[config.mk]
export PLATFORM = sky130hd
export DESIGN_NAME = input_conditioner
export DESIGN_NICKNAME = d
export VERILOG_FILES = /design/src/rtl/cond_pkg.sv /design/src/rtl/sync_chain.sv /design/src/rtl/input_conditioner.sv
export SDC_FILE = /design/constraint.sdc
export NUM_CORES = 1
export LEC_CHECK = 0
export BUFFER_PORTS_ARGS = -buffer_cell sky130_fd_sc_hd__buf_2
export CORE_MARGIN = 3
export CORE_UTILIZATION = 35
export CTS_BUF_LIST = sky130_fd_sc_hd__clkbuf_8 sky130_fd_sc_hd__clkbuf_16
export CTS_CLUSTER_DIAMETER = 150
export DETAILED_ROUTE_END_ITERATION = 8
export PLACE_DENSITY = 0.5
export SLEW_MARGIN = 10
export SYNTH_ARGS = -nofsm -noshare
export SYNTH_HDL_FRONTEND = slang
export SYNTH_SLANG_ARGS = --single-unit
[constraint.sdc]
create_clock -name clk -period 1.35 [get_ports clk]
set_input_delay 0 -clock clk [delete_from_list [all_inputs] [get_ports clk]]
set_output_delay 0 -clock clk [all_outputs]
set_load 0.03 [all_outputs]
[src/rtl/cond_pkg.sv]
// Shared constants and helpers for the input conditioner.
// Parameter-legality checks and counter sizing are based on these.
package cond_pkg;

    localparam int MIN_SYNC_STAGES = 2;

    // The counter only has to reach DEBOUNCE_CYCLES-1.
    // Sizing it for DEBOUNCE_CYCLES keeps the width at least 1 bit.
    function automatic int cnt_width(input int debounce_cycles);
        return $clog2(debounce_cycles + 1);
    endfunction

endpackage

[src/rtl/sync_chain.sv]
// Single-bit multi-flop synchronizer with asynchronous reset.
// There is no logic between the flops, so the tools can place them together as a resolver chain.
module sync_chain
    import cond_pkg::*;
#(
    parameter int   SYNC_STAGES = 2,
    parameter logic RESET_LEVEL = 1'b0
) (
    input  logic clk,
    input  logic rst,
    input  logic din,
    output logic dout
);

    (* ASYNC_REG = "TRUE" *) logic [SYNC_STAGES-1:0] s;

    // NOTE: sequential state uses non-blocking (<=) so every flop samples pre-edge values.
    always_ff @(posedge clk or posedge rst) begin
        if (rst) s <= {SYNC_STAGES{RESET_LEVEL}};
        else     s <= {s[SYNC_STAGES-2:0], din};
    end

    assign dout = s[SYNC_STAGES-1];

endmodule

[src/rtl/input_conditioner.sv]
// Multi-channel input conditioner: a synchronizer followed by a consecutive-sample debounce stage.
// Outputs a registered stable level plus single-cycle rise and fall pulses.
module input_conditioner
    import cond_pkg::*;
#(
    parameter int   CHANNELS        = 4,
    parameter int   SYNC_STAGES     = 2,
    parameter int   DEBOUNCE_CYCLES = 16,
    parameter logic RESET_LEVEL     = 1'b0
) (
    input  logic                clk,
    input  logic                rst,
    input  logic [CHANNELS-1:0] din,
    output logic [CHANNELS-1:0] level,
    output logic [CHANNELS-1:0] rise,
    output logic [CHANNELS-1:0] fall
);

    localparam int             CW       = cnt_width(DEBOUNCE_CYCLES);
    localparam logic [CW-1:0] CNT_LAST = CW'(DEBOUNCE_CYCLES - 1);

    if (SYNC_STAGES < MIN_SYNC_STAGES) begin : g_bad_sync
        $error("input_conditioner: SYNC_STAGES must be >= %0d", MIN_SYNC_STAGES);
    end
    if (DEBOUNCE_CYCLES < 1) begin : g_bad_debounce
        $error("input_conditioner: DEBOUNCE_CYCLES must be >= 1");
    end

    for (genvar i = 0; i < CHANNELS; i++) begin : g_ch
        logic          sample;
        logic [CW-1:0] cnt;
        logic          level_q;
        logic          rise_q;
        logic          fall_q;

        sync_chain #(
            .SYNC_STAGES (SYNC_STAGES),
            .RESET_LEVEL (RESET_LEVEL)
        ) u_sync (
            .clk  (clk),
            .rst  (rst),
            .din  (din[i]),
            .dout (sample)
        );

        // NOTE: reset clears every state bit, so an in-flight count is dropped and cannot produce a pulse.
        always_ff @(posedge clk or posedge rst) begin
            if (rst) begin
                cnt     <= '0;
                level_q <= RESET_LEVEL;
                rise_q  <= 1'b0;
                fall_q  <= 1'b0;
            end else begin
                rise_q <= 1'b0;
                fall_q <= 1'b0;
                if (sample == level_q) begin
                    cnt <= '0;
                end else if (cnt != CNT_LAST) begin
                    cnt <= cnt + CW'(1);
                end else begin
                    level_q <= sample;
                    rise_q  <= sample;
                    fall_q  <= ~sample;
                    cnt     <= '0;
                end
            end
        end

        assign level[i] = level_q;
        assign rise[i]  = rise_q;
        assign fall[i]  = fall_q;
    end

endmodule

==> Word level (Yosys, flattened, before mapping) <==
Cells that the tools add are included.
{ "totals": {"register_bits": 40, "inputBits": 6, "out_inout_bits": 12, "elab_cells": 72} }
{ "op_classes": {"n_addsub": 4, "eq_ne": 8, "n_mux": 24, "bitwise_logic": 12, "reduce_logical": 4} }
{ "op_table": {"columns": ["op", "n"], "rows": [
  ["two-way mux 5 bit", 8],
  ["adder 5 x 1 -> 5 bit, second input constant", 4],
  ["inequality test 5 x 4 -> 1 bit, second input constant", 4],
  ["two-way mux 1 bit", 16],
  ["NOT 1 bit", 12],
  ["AND reduction 2 bit", 4],
  ["equality test 1 bit", 4]
]} }

==> Longest topological paths before layout <==
Gate-level depths: netlist of the first run.
{ "depth": {"word_depth": 3, "mapped_depth": 4, "mapped_depth_nobuf": 4} }

==> Cells and area by module <==
A second synthesis of the first run with hierarchy kept.
{ "hier_totals": {"cells_unflattened": 121, "area_unflattened_um2": 1627.8} }
{ "modules_own_cells": {"columns": ["module", "n_inst", "cells_per_inst", "area_per_inst_um2", "seq_area_each_um2"], "rows": [
  ["input_conditioner", 1, 109, 1412.6, 800.8],
  ["sync_chain", 4, 3, 53.8, 50.0]
]} }

==> Worst setup path after synthesis of the first run <==
Ideal clock, no wire load.
{ "synth_path": {"path_kind": "reg-to-reg", "start": "register g_ch[1].cnt[0]", "end": "register g_ch[1].level_q", "setup_ns": 0.125, "arrival_time_ns": 1.033, "required_time_ns": 1.225, "slack_ns": 0.192, "stages_incl_launch_ff": 4, "path_buffers": 0, "period_less_slack_ns": 1.158, "cell_sequence": "dfrtp_1 ha_1 nand4b_4 mux2_4"} }
{ "synth_via": {"elab_chain_len": 3} }
{ "synth_lines": {"columns": ["element", "line", "text"], "rows": [
  ["start: declaration", "input_conditioner.sv:31", "logic [CW-1:0] cnt;"],
  ["start signal: assignment", "input_conditioner.sv:59", "cnt <= cnt + CW'(1);"],
  ["inequality test 5 x 4 -> 1 bit", "input_conditioner.sv:58", "end else if (cnt != CNT_LAST) begin"],
  ["NOT 1 bit (no source line)", null, null],
  ["AND reduction 2 bit (no source line)", null, null],
  ["end signal: assignment", "input_conditioner.sv:61", "level_q <= sample;"],
  ["end: declaration", "input_conditioner.sv:32", "logic level_q;"]
]} }
Every way passes these cells.
A chain may end at the register's enable or synchronous reset.

==> Worst setup path after layout of the first run <==
{ "layout_path": {"start": "register g_ch[2].cnt[0]", "end": "register g_ch[2].level_q"} }
{ "layout_via": {"elab_chain_len": 3} }
{ "layout_lines": {"columns": ["element", "line"], "rows": [
  ["start: declaration", "input_conditioner.sv:31"],
  ["start signal: assignment", "input_conditioner.sv:59"],
  ["inequality test 5 x 4 -> 1 bit", "input_conditioner.sv:58"],
  ["NOT 1 bit (no source line)", null],
  ["AND reduction 2 bit (no source line)", null],
  ["end signal: assignment", "input_conditioner.sv:61"],
  ["end: declaration", "input_conditioner.sv:32"]
]} }
Every way passes these cells.

==> results of run 1 <==
[layout by cell type (no fill, tap or decap)]
| cell type | instances |
|---|---|
| a31oi_1 | 4 |
| and2_1 | 5 |
| and3_1 | 2 |
| and3_2 | 1 |
| buf_2 | 17 |
| buf_4 | 1 |
| clkbuf_8 | 6 |
| dfrtp_1 | 40 |
| dlygate4sd3_1 | 5 |
| ha_1 | 4 |
| inv_1 | 3 |
| mux2_4 | 4 |
| nand2_1 | 8 |
| nand3_1 | 4 |
| nand4b_2 | 1 |
| nand4b_4 | 3 |
| nor2_1 | 8 |
| nor3b_1 | 8 |
| xor2_1 | 12 |
[per-stage QoR]
stage	total power (µW)	cells	instance area, µm²
2_1_floorplan	1361	117	1613
3_3_place_gp	1390	175	1680
3_5_place_dp	1395	175	1680
4_1_cts	2185	188	1821
5_1_grt	2255	188	1821
6_report	2138	188	1821
[final cells by class]
class | count | area (µm²)
multi-input cells | 64 | 518.0
well taps | 52 | 65.06
clock inverters | 2 | 7.507
flip-flops and latches | 40 | 1001
repair buffers | 23 | 142.6
clock buffers | 6 | 82.58
inverters | 1 | 3.754
fillers | 418 | 2594
[logic make-up (layout without fill, tap and decap cells)]
kind of cell             count (synthesis)  count (layout)  synth area share
buffers and inverters                   13              32           0.05818
multiplexers                             4               4           0.03724
adder cells (fa/ha/maj)                  4               4           0.03103
XOR/XNOR                                12              12           0.06517
AO/OA/AOI/OAI                            4               4           0.01551
flip-flops                              40              40            0.6206
AND/OR/NAND/NOR                         40              40            0.1722
[worst register-to-register path, stage by stage, from the launching register on]
cell      delay (ns)
dfrtp_1         0.40
ha_1            0.27
nand4b_4        0.13
mux2_4          0.30
[registers in the layout (all words and copies together), names as in the netlist]
register / cells
g_ch.u_sync.s: 8
g_ch.level_q: 4
g_ch.rise_q: 4
g_ch.cnt: 20
g_ch.fall_q: 4
[power by group]
part	switching [µW]	internal [µW]
registers	34.7	1240
logic	55.7	48.9
clock network	359	401
[repair_timing]
action	CTS	global route
hold buffers	5	0
resized for setup	0	0
hold endpoints to repair	44	0
setup endpoints to repair	0	0
[how the worst max path moves through the flow]
stage / startpoint / end / cells past startpoint
5_1_grt: g_ch[2].cnt[0] / g_ch[2].level_q / 3
2_1_floorplan: g_ch[1].cnt[0] / g_ch[1].level_q / 3
3_5_place_dp: g_ch[1].cnt[0] / g_ch[1].level_q / 3
3_3_place_gp: g_ch[1].cnt[0] / g_ch[1].level_q / 3
4_1_cts: g_ch[1].cnt[0] / g_ch[1].level_q / 3
6_report: g_ch[2].cnt[0] / g_ch[2].level_q / 3
[layer usage]
layer | vias to the layer above | GRT usage | wire [µm]
li1 | 415 | - | -
met1 | 407 | 0.1144 | 993
met2 | 14 | 0.1398 | 989
met3 | 4 | 0.03830 | 115
met4 | 0 | 0.04829 | 31
met5 | - | 0 | 0
==> summary.md, run 1 <==
| Metric | Value |
|---|---|
| Arrival @ worst endpoint | `1.38 ns` |
| Yosys reg bits | `40` |
| Initial Util | `0.3654` |
| Initial DRC Count | `51` |
| Worst reg2reg startpoint | `g_ch[2].cnt[0]` |
| Crit path buf inv count | `0` |
| Max Cap Viol | `0` |
| Postcts setup bufs | `0` |
| Setup ws final | `0.1351 ns` |
| Number of clock sinks | `40` |
| Synth area leaders | `dfrtp_1, xor2_1, buf_4, nand4b_4, mux2_4` |
| Layout cells sized above 1 | `0.2426` |
| Vias/cell | `4.468` |
| Detailed-route wire length | `2129 µm` |
| Worst-Margin Slew | `0.4874 ns` |
| DR vias | `840` |
| Area delta synth->final | `12.88%` |
| Yosys top cell area share | `0.6206` |
| Row count | `24` |
| Clock skew | `0.006341 ns` |
| Dpl hpwl | `1493 µm` |
| Reg2reg end | `g_ch[2].level_q` |
| CP Launch Type | `flip-flop` |
| Unique cell type count in the Yosys netlist | `16` |
| Slowest-stage cell, CP | `dfrtp_1` |
| Fin nets | `145` |
| GRT Util Overall | `0.09318` |
| Crit end category | `flip-flop` |
| Worst path cell trace | `ha_1, nand4b_4, mux2_4` |
| Static leakage power | `0.001074 µW` |
| Synthesized area per cell | `13.78 µm²` |
| Worst hold path cell count | `0` |
| Post-synthesis sequential area ratio | `0.6206` |
| Pwr per Cell Area | `1175 nW/µm²` |
| Critical Path RT | `1.52 ns` |
| Die Ht | `73.88 µm` |
| Final min period | `1.215 ns` |
| Syn Nets | `127` |
| Initial antenna violation count | `0` |
| WS Path Type | `flip-flop to flip-flop` |
| Number of global-route vias before repair | `872` |
| Total Neg Setup Slack | `0 ns` |
| Hold Crit Class | `flip-flop to flip-flop` |
| Hold_sp | `g_ch[0].u_sync.s[0]` |
| First-pass GRT wire length | `3808 µm` |
| Place WS | `0.1208 ns` |
| Worst skew pair latency | `0.28 ns` |
| Core Util, Final | `0.4124` |
| Cells after Synth | `117` |
| Clk buf depth | `2` |
| Max-slew violations | `0` |
| CP max stage delay | `0.40 ns` |
| Top Ports | `18` |
| TritonCTS buffer count | `5` |
| Routed Antenna Nets | `0` |
| Reg2Reg Depth | `3` |
| Total grt overflow | `0` |
| Clock-pin slew on the worst setup and hold paths | `0.07 ns` |
| Status | `completed` |
| RSZ-0062 raised after global routing | `false` |
| DRT Pass-1 Iters | `3` |
| CTS root buf | `clkbuf_8` |
| Routability cong. | `0.7508` |
| Leading area contributor after synthesis | `dfrtp_1` |
| Cell family with most CP delay | `flip-flops` |
| Maximum fanout along the worst path | `5` |
| Hold slack | `0.3560 ns` |
| Largest net degree at the start of global routing | `41` |
| CTS tree | `built` |
| EDFF count, synth | `0` |
| YS warnings | `0` |
| Synth Cell Area | `1613 µm²` |
| Final Cycle Share | `0.9000` |
| Slew margin rel. | `0.6750` |
| Average routed wire per standard cell | `11.32 µm` |
| Most common cell in the netlist | `dfrtp_1` |
| Worst hold endpoint | `g_ch[0].u_sync.s[1]` |
| Final Hold Viols | `0` |
| Drc violations | `0` |
| Fmax | `823.1 MHz` |
| Share of flip-flops with an asynchronous set or reset | `1.000` |
| R2r setup slk | `0.14 ns` |
| Core footprint | `4414 µm²` |
| Ys flop type | `dfrtp_1` |
| Die width | `73.88 µm` |
| Final setup fails | `0` |
| PortBufs | `17` |
| Ant. Diodes | `0` |
| Htree depth | `2` |
| Post-synth top cells | `dfrtp_1, buf_4, xor2_1` |
| Maximum vdd drop | `0.5401 mV` |
| Die Area | `5458 µm²` |
(Power assumes the default switching activity.)
==> run 2, diff against run 1 <==
--- a/config.mk
+++ b/config.mk
@@ -6,6 +6,7 @@
 export NUM_CORES = 1
 export LEC_CHECK = 0
 export BUFFER_PORTS_ARGS = -buffer_cell sky130_fd_sc_hd__buf_2
+export CORE_ASPECT_RATIO = 0.7
 export CORE_MARGIN = 3
 export CORE_UTILIZATION = 35
 export CTS_BUF_LIST = sky130_fd_sc_hd__clkbuf_8 sky130_fd_sc_hd__clkbuf_16
==> run 2 against run 1 <==
  * Register-to-register slack about the same
  * Total power decreased by 2.1%
  * Sequential power about the same
  * Final cell count fell by 0.53%
  * Global-route usage grew 0.30 points
  * Clock power down 6.2%
  * Non-clock buffer count is the same
  * Combinational power hardly changed
  * Sequential cell count unchanged
  * Largest power group unchanged
==> summary.md, run 2 (synthesis gave the netlist of run 1 again) <==
| Metric | Value |
|---|---|
| Top Ports | `18 (unchanged)` |
| Hold_sp | `g_ch[3].u_sync.s[0]` |
| Fin nets | `145 (unchanged)` |
| Die width | `87.14 µm (+18%)` |
| Placed cell count | `175 (unchanged)` |
| Post-CTS Resized | `0 (unchanged)` |
| Internal | `1631 µW (-3.4%)` |
| Worst-Margin Slew | `0.4987 ns (+0.01125 ns)` |
| Commonest non-fill, non-tap cells in the layout | `dfrtp_1, buf_2, xor2_1` |
| DR vias | `822 (-2.1%)` |
| First-pass GRT wire length | `4050 µm (+6.4%)` |
| Number of clock sinks | `40 (unchanged)` |
| Number of global-route vias before repair | `874 (+0.23%)` |
| Crit end category | `flip-flop` |
| Final min period | `1.220 ns (+0.005016 ns)` |
| Largest net degree at the start of global routing | `41 (unchanged)` |
| Final Hold Viols | `0 (unchanged)` |
| TritonCTS buffer count | `5 (unchanged)` |
| Detailed-route wire length | `2260 µm (+6.2%)` |
| Commonest non-fill, non-tap cell in the layout | `dfrtp_1` |
| Clock skew | `0.004671 ns (-0.001670 ns)` |
| Die Area | `5472 µm² (+0.25%)` |
| Die Ht | `62.80 µm (-15%)` |
| GRT Util Overall | `0.09613 (+0.002951)` |
| Core footprint | `4160 µm² (-5.8%)` |
| Pwr per Cell Area | `1158 nW/µm² (-1.4%)` |
| Crit path from | `g_ch[2].cnt[0]` |
| Drc violations | `0 (unchanged)` |
| Hold Crit Class | `flip-flop to flip-flop` |
| Max-slew violations | `0 (unchanged)` |
| Fillers | `371 (-11%)` |
| Switching part of the total | `0.2208 (+0.01072)` |
| Routed Antenna Nets | `0 (unchanged)` |
| Clk pwr share | `0.341 (-0.014)` |
| Clock-pin slew on the worst setup and hold paths | `0.07 ns (about the same)` |
| Final Cycle Share | `0.9037 (+0.003716)` |
| Slew margin rel. | `0.6675 (-0.007500)` |
| RSZ-0062 raised after global routing | `false` |
| Vias/cell | `4.396 (-1.6%)` |
| Max Cap Viol | `0 (unchanged)` |
| Worst reg2reg startpoint | `g_ch[2].cnt[0]` |
| Layout cells sized above 1 | `0.2444 (+0.001797)` |
| Total Neg Setup Slack | `0 ns (unchanged)` |
| Total grt overflow | `0 (unchanged)` |
| Initial antenna violation count | `0 (unchanged)` |
| Psw | `462.2 µW (+2.9%)` |
| PortBufs | `17 (unchanged)` |
| Htree depth | `2 (unchanged)` |
| Worst skew pair latency | `0.28 ns (about the same)` |
| CTS root buf | `clkbuf_8` |
| Average routed wire per standard cell | `12.09 µm (+6.7%)` |
| Largest registers | `g_ch.cnt (20), g_ch.u_sync.s (8)` |
| DRT Pass-1 Iters | `3 (unchanged)` |
| Dpl hpwl | `1478 µm (-0.99%)` |
| Flop pwr share | `0.609 (+0.013)` |
| Core Util, Final | `0.4346 (+0.02217)` |
| Biggest register | `g_ch.cnt` |
| Clk buf depth | `2 (unchanged)` |
| Row count | `19 (-21%)` |
| Maximum vdd drop | `0.5299 mV (-1.9%)` |
| Layout Cells excl Fill | `187 (-0.53%)` |
| Initial DRC Count | `26 (-49%)` |
| Max FFs per register | `20 (unchanged)` |
| CTS tree | `built` |
| Status | `completed` |
| CP Launch Type | `flip-flop` |
| Routability cong. | `0.7320 (-2.5%)` |
| Maximum fanout along the worst path | `5 (unchanged)` |
| Ant. Diodes | `0 (unchanged)` |
| Combinational Power Share | `0.051 (+0.002)` |
| Power, Total | `2094 µW (-2.1%)` |
| WS Path Type | `flip-flop to flip-flop` |
| Arrival @ worst endpoint | `1.39 ns (about the same)` |
| Initial Util | `0.3877 (+0.02231)` |
| Fmax | `819.7 MHz (-0.41%)` |
| Static leakage power | `0.001065 µW (-0.80%)` |
| Critical Path RT | `1.52 ns (about the same)` |
| Postcts setup bufs | `0 (unchanged)` |
| Hold slack | `0.3503 ns (-0.005642 ns)` |
| Area delta synth->final | `12.10%` |
| Final setup fails | `0 (unchanged)` |
[run 2: cell types whose count changed in the layout (fill, tap and decap cells not counted), sizes merged]
cell | previous run | this run
clkinv | 0 | 1
inv | 3 | 2
clkbuf | 6 | 5
[run 2: path summary, 6_finish.rpt]
path                            slack, ns  depth (start not counted)                  end
min in group asynchronous            0.38                          4  g_ch[0].u_sync.s[1]
max in group asynchronous            0.62                          4       g_ch[3].cnt[0]
worst max register to register       0.13                          3      g_ch[2].level_q
worst min-delay path                 0.35                          0  g_ch[3].u_sync.s[1]
worst max-delay path                 0.13                          3      g_ch[2].level_q
worst min register to register       0.35                          0  g_ch[3].u_sync.s[1]
[run 2: critical path: stages, from the launching register on]
cell,delay (ns)
dfrtp_1,0.40
ha_1,0.27
nand4b_4,0.14
mux2_4,0.30
[run 2: metrics by stage]
step	cell area (µm²)	setup WS (ns)
floorplan	1613	0.1919
finish	1808	0.1300
global placement	1680	0.1498
detailed placement	1680	0.1301
CTS	1808	0.1218
global route	1808	0.04828
[run 2: area by class of cell]
| cell class | count | area, µm² | area share |
|---|---|---|---|
| sequential | 40 | 1001 | 0.5536 |
| multi-input combinational | 64 | 518.0 | 0.2865 |
| timing repair buffer | 23 | 142.6 | 0.07889 |
| clock buffer | 5 | 68.82 | 0.03806 |
| tap | 52 | 65.06 | 0.03599 |
| clock inverter | 2 | 8.758 | 0.004844 |
| inverter | 1 | 3.754 | 0.002076 |
[run 2: what timing repair did]
item / in CTS / in global routing
endpoints found under the setup margin: 0 / 0
hold buffers: 5 / 0
hold endpoints to repair: 44 / 0
[run 2: metal layers]
| layer | up-vias | part of all wire | global-route usage |
|---|---|---|---|
| li1 | 417 | - | - |
| met1 | 388 | 0.48 | 0.1187 |
| met2 | 12 | 0.46 | 0.1449 |
| met3 | 5 | 0.044 | 0.03953 |
| met4 | 0 | 0.017 | 0.04598 |
| met5 | - | 0 | 0 |
[run 2: power groups by stage]
| stage | combinational (µW) | sequential [µW] | clock, µW |
|---|---|---|---|
| floorplan | 71.3 | 1290 | 0 |
| global placement | 94.7 | 1300 | 0 |
| detailed placement | 98.6 | 1300 | 0 |
| CTS | 110 | 1270 | 760 |
| global route | 124 | 1280 | 810 |
| finish | 106 | 1270 | 713 |
